===== config.mk =====
export PLATFORM = sky130hd
export DESIGN_NAME = mutex_requester
export DESIGN_NICKNAME = d
export VERILOG_FILES = /design/src/rtl/mutex_requester.sv
export SDC_FILE = /design/constraint.sdc
export NUM_CORES = 1
export LEC_CHECK = 0
export ABC_AREA = 1
export CORE_UTILIZATION = 50
export DETAILED_ROUTE_END_ITERATION = 6
export PLACE_DENSITY_LB_ADDON = 0.12
export SKIP_LAST_GASP = 1
export SLEW_MARGIN = 5
export SYNTH_ARGS = -nofsm -noshare
export SYNTH_HDL_FRONTEND = slang
export SYNTH_SLANG_ARGS = --single-unit

===== constraint.sdc =====
create_clock -name clk_i -period 1.86 [get_ports clk_i]
set_input_delay 0.465 -clock clk_i [delete_from_list [all_inputs] [get_ports clk_i]]
set_output_delay 0.465 -clock clk_i [all_outputs]
set_load 0.01 [all_outputs]

===== src/rtl/mutex_requester.sv =====
// Clocked 4-phase req/grant client for one side of an asynchronous mutex element.
// start->req 1 cycle, gnt edge->state change SYNC_STAGES+1 cycles; no backpressure, start ignored while busy.
module mutex_requester #(
  parameter int SYNC_STAGES = 2,
  parameter int HOLD_W      = 8,
  parameter int TIMEOUT_W   = 12,
  parameter int CNT_W       = 16
) (
  input  logic              clk_i,
  input  logic              rst_i,
  input  logic              start_i,
  input  logic [HOLD_W-1:0] hold_cycles_i,
  input  logic              gnt_i,
  output logic              req_o,
  output logic              busy_o,
  output logic              in_cs_o,
  output logic              done_o,
  output logic              timeout_o,
  output logic              err_o,
  output logic [CNT_W-1:0]  txn_count_o
);

  typedef enum logic [2:0] {
    S_DRAIN,
    S_IDLE,
    S_REQ,
    S_HOLD,
    S_REL
  } state_e;

  localparam int                   DRAIN_W   = $clog2(SYNC_STAGES + 2);
  localparam logic [DRAIN_W-1:0]   DRAIN_MIN = DRAIN_W'(SYNC_STAGES);
  localparam logic [TIMEOUT_W-1:0] WAIT_MAX  = '1;

  state_e                 state_q, state_d;
  logic [SYNC_STAGES-1:0] sync_q;
  logic                   gnt_s;
  logic                   gnt_prev_q;
  logic [DRAIN_W-1:0]     drain_q, drain_d;
  logic [TIMEOUT_W-1:0]   wait_q, wait_d;
  logic [HOLD_W-1:0]      hold_q, hold_d;
  logic [HOLD_W-1:0]      hcnt_q, hcnt_d;
  logic                   req_q, req_d;
  logic                   done_q, done_d;
  logic                   tmo_q, tmo_d;
  logic                   err_q, err_d;
  logic [CNT_W-1:0]       txn_q, txn_d;
  logic                   accept;

  assign gnt_s  = sync_q[SYNC_STAGES-1];
  assign accept = (state_q == S_IDLE) && start_i && !gnt_s;

  always_ff @(posedge clk_i or posedge rst_i) begin
    if (rst_i) begin
      sync_q     <= '0;
      gnt_prev_q <= 1'b0;
    end else begin
      sync_q     <= {sync_q[SYNC_STAGES-2:0], gnt_i};
      gnt_prev_q <= gnt_s;
    end
  end

  always_ff @(posedge clk_i or posedge rst_i) begin
    if (rst_i) begin
      state_q <= S_DRAIN;
    end else begin
      state_q <= state_d;
    end
  end

  always_comb begin
    state_d = state_q;
    case (state_q)
      S_DRAIN: if (drain_q >= DRAIN_MIN && !gnt_s) state_d = S_IDLE;
      S_IDLE:  if (accept)                         state_d = S_REQ;
      S_REQ:   if (gnt_s)                          state_d = S_HOLD;
      S_HOLD:  if (hcnt_q == hold_q - HOLD_W'(1))  state_d = S_REL;
      S_REL:   if (!gnt_s)                         state_d = S_IDLE;
      default:                                     state_d = S_DRAIN;
    endcase
  end

  always_comb begin
    busy_o  = (state_q != S_IDLE);
    in_cs_o = (state_q == S_HOLD);
  end

  always_comb begin
    drain_d = drain_q;
    if (state_q == S_DRAIN && drain_q != DRAIN_MIN) drain_d = drain_q + DRAIN_W'(1);

    // The wait counter saturates; the request itself is never withdrawn.
    wait_d = '0;
    if (state_q == S_REQ && !gnt_s) begin
      wait_d = (wait_q == WAIT_MAX) ? wait_q : wait_q + TIMEOUT_W'(1);
    end

    hold_d = hold_q;
    if (accept) hold_d = (hold_cycles_i == '0) ? HOLD_W'(1) : hold_cycles_i;

    hcnt_d = (state_q == S_HOLD) ? hcnt_q + HOLD_W'(1) : '0;

    req_d  = (state_d == S_REQ) || (state_d == S_HOLD);
    done_d = (state_q == S_REL) && !gnt_s;
    tmo_d  = (state_q == S_REQ) && !gnt_s && (wait_q == WAIT_MAX - TIMEOUT_W'(1));
    err_d  = err_q
           | ((state_q == S_IDLE) &&  gnt_s && !gnt_prev_q)
           | ((state_q == S_HOLD) && !gnt_s &&  gnt_prev_q);
    txn_d  = done_d ? txn_q + CNT_W'(1) : txn_q;
  end

  always_ff @(posedge clk_i or posedge rst_i) begin
    if (rst_i) begin
      drain_q <= '0;
      wait_q  <= '0;
      hold_q  <= HOLD_W'(1);
      hcnt_q  <= '0;
      req_q   <= 1'b0;
      done_q  <= 1'b0;
      tmo_q   <= 1'b0;
      err_q   <= 1'b0;
      txn_q   <= '0;
    end else begin
      drain_q <= drain_d;
      wait_q  <= wait_d;
      hold_q  <= hold_d;
      hcnt_q  <= hcnt_d;
      req_q   <= req_d;
      done_q  <= done_d;
      tmo_q   <= tmo_d;
      err_q   <= err_d;
      txn_q   <= txn_d;
    end
  end

  assign req_o       = req_q;
  assign done_o      = done_q;
  assign timeout_o   = tmo_q;
  assign err_o       = err_q;
  assign txn_count_o = txn_q;

endmodule


==> results of run 1 <==
[state kept, by name, indices dropped and copies added, names as in the netlist, 2 cells and up]
name / cells
hcnt_q: 8
state_q: 3
wait_q: 12
hold_q: 8
txn_count_o: 16
drain_q: 2
sync_q: 2
[synthesized netlist by cell type (2+ instances only)]
master   number  area [um^2]
nor2_4        3        33.78
inv_1        42        157.7
nand2_4       2        22.52
nand3_1      28        140.1
nand2_1      84        315.3
nand2_2       3        18.77
o21ai_0      25        125.1
nor3_1       10        50.05
dfrtp_1      55         1376
xnor2_1       6        52.55
nor2_8        2        40.04
a21oi_1       9        45.04
xor2_1       13        113.9
nor2_1       41        153.9
ha_1          6        75.07
nand4_1       4        25.02
[metal layers]
metal | GRT usage | up-vias
li1 | - | 1227
met4 | 0.06481 | 0
met1 | 0.2766 | 1118
met3 | 0.04070 | 7
met2 | 0.3522 | 41
met5 | 0 | -
[per-stage QoR]
step	utilization	std cells
floorplan	-	352
global placement	0.6150	465
detailed placement	0.6150	465
CTS	0.6296	473
global route	0.6379	474
finish	0.6379	474
[area by class of cell]
type	instances	area (um^2)	area share
Tap cell	72	90.09	0.02533
Multi-Input combinational cell	252	1401	0.3941
Clock inverter	1	5.005	0.001407
Clock buffer	7	76.32	0.02146
Timing Repair Buffer	43	415.4	0.1168
Sequential cell	56	1406	0.3955
Inverter	43	161.4	0.04539
[cells by family after synthesis]
kind of cell	count (synthesis)
compound gates	39
xor+xnor	21
fa+ha+maj	6
buf+inv	44
flops	56
simple gates	186
[power groups by stage]
stage	logic, mW	registers (mW)	clock network [mW]
5_1_grt	0.0706	1.22	0.707
4_1_cts	0.0650	1.22	0.666
3_3_place_gp	0.0644	1.25	0
3_5_place_dp	0.0645	1.25	0
6_report	0.0626	1.22	0.646
2_1_floorplan	0.0212	1.25	0
[final timing paths]
| check | start | end | slack [ps] | depth (start not counted) |
|---|---|---|---|---|
| setup / recovery | txn_count_o[5] | txn_count_o[5] | 60 | 1 |
| hold reg to reg | sync_q[0] | sync_q[1] | 360 | 0 |
| min in group asynchronous | rst_i | sync_q[0] | 490 | 3 |
| hold / removal | sync_q[0] | sync_q[1] | 360 | 0 |
| setup reg to reg | hold_q[0] | req_o | 100 | 9 |
| max in group asynchronous | rst_i | hold_q[0] | 1080 | 3 |
[timing repair]
item                       in CTS  in global routing
setup endpoints to repair       4                  7
pin swaps                       0                  4
hold buffers                    0                  0
setup buffers                   0                  1
resized for setup               4                  9
==> qor.csv, run 1 <==
stage;metric;value;unit
run_status;run status;finished clean;
synthesis;post-synthesis sequential area ratio;0.4782;
routing;wire length on met1;2922;um
sta;Slew HR;0.7548;
critical_path;Crit path arrival time;1340;ps
synthesis;multiplexer area fraction after synthesis;0;
placed_design;port bufs;33;
critical_path;Worst Setup Start Kind;register;
power_and_ir_drop;PwrDens;542.8;mW/mm^2
critical_path;CP endpoint kind;output pin;
sta;Final Max Tran Viols;0;
power_and_ir_drop;combinational share of power;0.032;
routing;Routed WL;6098;um
critical_path;crit path cell chain;clkdlybuf4s50_1;
die;core area;0.005574;mm^2
finish;nets@finish;419;
finish;share of cells above drive strength 1;0.1144;
sta;final setup violation count;0;
routing;DRC viols;0;
finish;design area;0.003556;mm^2
placed_design;Final GP Congestion;0.8580;
power_and_ir_drop;Int Pwr;1.514;mW
synthesis;Yosys reg bits;56;
critical_path;Largest delay share family, worst path;buffers and inverters;
sta;Worst Skew;5.272;ps
synthesis;Post-Synthesis Cell Area;0.002933;mm^2
sta;final hold vios;0;
synthesis;dominant synthesized flop cell;dfrtp_1;
routing;WL met3;208;um
synthesis;Yosys cell types;35;
power_and_ir_drop;Clock Power Share;0.335;
synthesis;post-synthesis simple-gate area fraction;0.3008;
routing;remaining antenna violation count;0;
finish;ant diodes;0;
placed_design;hpwl dp;4515;um
synthesis;post-synthesis compound-gate area fraction;0.07082;
synthesis;largest family of logic cells by synthesized area;simple AND/OR/NAND/NOR gates;
critical_path;slowest stage cell, crit path;clkdlybuf4s50_1;
finish;commonest non-fill, non-tap cell in the layout;nand2_1;
synthesis;Post-Synthesis Net Count;370;
die;die outline area;0.006176;mm^2
grt;first-pass GRT wire length;10210;um
die;cell row count;27;
power_and_ir_drop;VDD IR max;0.3788;mV
power_and_ir_drop;Seq pwr share;0.633;
min_path;HP Class;reg2reg;
clocking;deepest clock path buffer count;2;
critical_path;WS Path Type;reg2out;
routing;routed wl met2;2895;um
routing;routed wire length per instance;12.86;um
clocking;CTS buffer count;5;
finish;commonest cells after routing, fill and taps aside;nand2_1 (83), dfrtp_1 (52), inv_1 (41), nor2_1 (40), clkdlybuf4s50_1 (31);
placed_design;Placed Area;0.003428;mm^2
critical_path;slowest stage delay, CP;570;ps
placed_design;Setup WS pre-CTS;77.21;ps
routing;highest metal used;met4;
grt;vias in the first global route;2328;
synthesis;yosys warns;0;
die;Die X;78.59;um
die;I/O pin total;34;
grt;GR Overflow Total;0;
critical_path;Worst Path Max Fanout;5;
sta;Final Hold Slack;362.9;ps
flow_run;MaxCap Viol Count;0;
clocking;H-tree depth;2;
sta;worst setup margin;55.33;ps
routing;vias per inst;5.049;
power_and_ir_drop;P_leak;1.709;nW
synthesis;post-synthesis adder-cell area fraction;0.02560;
sta;minimum period implied by the final worst setup slack;1805;ps
power_and_ir_drop;Power Total;1.930;mW
power_and_ir_drop;sw frac;0.2155;
clocking;Root Buffer;clkbuf_8;
die;Initial Utilization;0.5262;
grt;pin count of the biggest net entering global routing;46;
synthesis;Post-synth ARST share;1.000;
clocking;clk_lat worst skew;310;ps
finish;Layout fillers;518;
finish;Area Overhead vs Synth;21.25;%
critical_path;Critical Path RT;1390;ps
grt;initial antenna violation count;0;
grt;total global routing track utilization;0.2111;
sta;Slew @ Worst Pin;365.0;ps
routing;first-pass detailed-route iteration total;4;
clocking;Worst-path clk slew;90;ps
critical_path;Buf/Inv on CP;1;
routing;Vias;2393;
clocking;# clock sinks;56;
synthesis;syn avg cell area;8.332;um^2
power_and_ir_drop;Psw;0.4160;mW
sta;Tcrit/Tclk final;0.9703;
sta;setup TNS;0;ps
sta;fmax;554.1;MHz
routing;First DRT Iteration DRCs;148;
synthesis;post-synthesis xor/xnor area fraction;0.06783;
synthesis;Post-synth EDFFs;0;
synthesis;Cells after Synth;352;
die;Die H;78.59;um
clocking;CTS tree;done;
No activity file was read; power rests on OpenSTA's default activity.
==> inputs of run 2 (changes only) <==
==> constraint.sdc (replaced) <==
create_clock -name clk_i -period 1.86 [get_ports clk_i]
set_input_delay 0.186 -clock clk_i [delete_from_list [all_inputs] [get_ports clk_i]]
set_output_delay 0.186 -clock clk_i [all_outputs]
set_load 0.01 [all_outputs]
==> run 2 against run 1 <==
Against the previous run: fmax rose by 4.1%; clock-buffer cell count up 1; clock skew increased by 0.94 ps; sequential power is essentially flat; non-clock buffer count fell by 4; global-route usage shrank 0.61 points; utilization fell by 0.61 points; setup slack gained 71 ps; flip-flop and latch count unchanged; critical path type is now reg2reg; critical endpoint is now state_q[1].
==> qor.csv, run 2 (synthesized netlist as in run 1, its figures left out) <==
stage;metric;value;unit
sta;worst setup margin;126.8;ps
power_and_ir_drop;combinational share of power;0.031;
routing;routed wire length per instance;12.17;um
placed_design;Final GP Congestion;0.8793;
run_status;run status;finished clean;
critical_path;slowest stage delay, CP;570;ps
critical_path;Critical Path RT;2050;ps
sta;Tcrit/Tclk final;0.9318;
clocking;H-tree depth;2;
clocking;clk_lat worst skew;300;ps
flow_run;MaxCap Viol Count;0;
grt;total global routing track utilization;0.2050;
critical_path;CP endpoint kind;register;
critical_path;worst r2r path cells;11;
power_and_ir_drop;Int Pwr;1.552;mW
power_and_ir_drop;VDD IR max;0.3127;mV
sta;setup TNS;0;ps
critical_path;r2r startpoint;hold_q[0];
critical_path;r2r setup slk;130;ps
grt;initial antenna violation count;0;
power_and_ir_drop;Seq pwr share;0.624;
grt;vias in the first global route;2186;
grt;first-pass GRT wire length;9839;um
power_and_ir_drop;sw frac;0.2077;
routing;First DRT Iteration DRCs;91;
placed_design;Placed Area;0.003406;mm^2
routing;DRC viols;0;
die;die outline area;0.006176;mm^2
sta;Final Max Tran Viols;0;
power_and_ir_drop;P_leak;1.698;nW
power_and_ir_drop;PwrDens;556.2;mW/mm^2
sta;final setup violation count;0;
finish;Area Overhead vs Synth;20.09;%
grt;GR Overflow Total;0;
finish;ant diodes;0;
sta;Slew @ Worst Pin;301.8;ps
critical_path;Worst Setup Start Kind;register;
min_path;HP Class;in2async;
routing;first-pass detailed-route iteration total;4;
power_and_ir_drop;Clock Power Share;0.346;
clocking;CTS tree;done;
placed_design;hpwl dp;4318;um
finish;commonest non-fill, non-tap cell in the layout;nand2_1;
clocking;# clock sinks;56;
finish;share of cells above drive strength 1;0.09799;
sta;RSZ-0062 raised after global routing;yes;
die;core area;0.005574;mm^2
finish;Final Util;0.6319;
finish;nets@finish;415;
clocking;CTS buffer count;5;
critical_path;WS Path Type;reg2reg;
critical_path;Worst Path Max Fanout;3;
critical_path;slowest stage cell, crit path;dfstp_2;
placed_design;Setup WS pre-CTS;65.60;ps
critical_path;Crit path arrival time;1920;ps
routing;Vias;2355;
die;I/O pin total;34;
routing;remaining antenna violation count;0;
routing;Routed WL;5722;um
grt;pin count of the biggest net entering global routing;57;
critical_path;crit path cell chain;inv_2 > ha_4 > inv_1 > nand2_1 > nand2_1 > nor2_1 > nand3_1 > nor2_1 > nand3_2 > nand2_2 > nand3_1;
sta;Worst Skew;6.212;ps
die;Die H;78.59;um
die;Die X;78.59;um
sta;fmax;577.0;MHz
finish;max FFs per register;16;
critical_path;Critical R2R Capture;state_q[1];
power_and_ir_drop;Psw;0.4068;mW
clocking;Root Buffer;clkbuf_8;
clocking;setup bufs post-CTS;0;
sta;Slew HR;0.7973;
sta;minimum period implied by the final worst setup slack;1733;ps
finish;commonest cells after routing, fill and taps aside;nand2_1 (83), dfrtp_1 (54), nor2_1 (40), inv_1 (39), clkdlybuf4s50_1 (32);
sta;final hold vios;0;
routing;vias per inst;5.011;
die;Initial Utilization;0.5262;
clocking;Worst-path clk slew;90;ps
die;cell row count;27;
clocking;deepest clock path buffer count;2;
critical_path;Critical path origin;hold_q[0];
placed_design;port bufs;33;
finish;design area;0.003522;mm^2
==> run 2: stage by stage <==
| stage | hold WS [ps] | power, mW | cells |
|---|---|---|---|
| after floorplan | 217.4 | 1.267 | 352 |
| after global placement | 333.6 | 1.308 | 462 |
| after detailed placement | 339.7 | 1.308 | 462 |
| after CTS | 248.1 | 1.988 | 470 |
| after global routing | 273.8 | 2.040 | 470 |
| final | 240.0 | 1.959 | 470 |
==> run 2: what timing repair did <==
| action | 4_1_cts | 5_1_grt |
|---|---|---|
| resized for setup | 0 | 8 |
| setup endpoints to repair | 0 | 11 |
| hold buffers | 0 | 0 |
==> run 2: area by class of cell <==
cell class,instances,area (um^2)
Clock buffer,8,90.09
Timing Repair Buffer,39,390.4
Tap cell,72,90.09
Sequential cell,56,1404
Fill cell,511,2052
Multi-Input combinational cell,252,1386
Inverter,43,161.4
==> run 2: worst max path at each step <==
| stage | cells after the start | endpoint |
|---|---|---|
| after global placement | 9 | req_o |
| after detailed placement | 9 | state_q[1] |
| after floorplan | 9 | req_o |
| after CTS | 2 | in_cs_o |
| after global routing | 11 | state_q[1] |
| final | 11 | state_q[1] |
==> run 2: layer usage <==
metal  global-route usage  part of all wire  vias to the layer above
li1                     -                 -                     1216
met1               0.2871              0.50                     1092
met2               0.3183              0.46                       45
met3              0.04535             0.036                        2
met4              0.05926            0.0054                        0
met5                    0                 0                        -
==> run 2: power by group through the flow <==
stage | registers [mW] | logic, mW | clock network [mW]
floorplan | 1.25 | 0.0212 | 0
global placement | 1.25 | 0.0619 | 0
detailed placement | 1.25 | 0.0621 | 0
CTS | 1.22 | 0.0627 | 0.703
global route | 1.22 | 0.0685 | 0.749
finish | 1.22 | 0.0601 | 0.677
==> run 2: worst max-delay path: cells and delay by family, from the launching register on <==
| kind | cells | cell delay (ps) |
|---|---|---|
| AND/OR/NAND/NOR | 8 | 690 |
| flip-flops | 1 | 570 |
| buffers and inverters | 2 | 100 |
| adder cells (fa/ha/maj) | 1 | 260 |
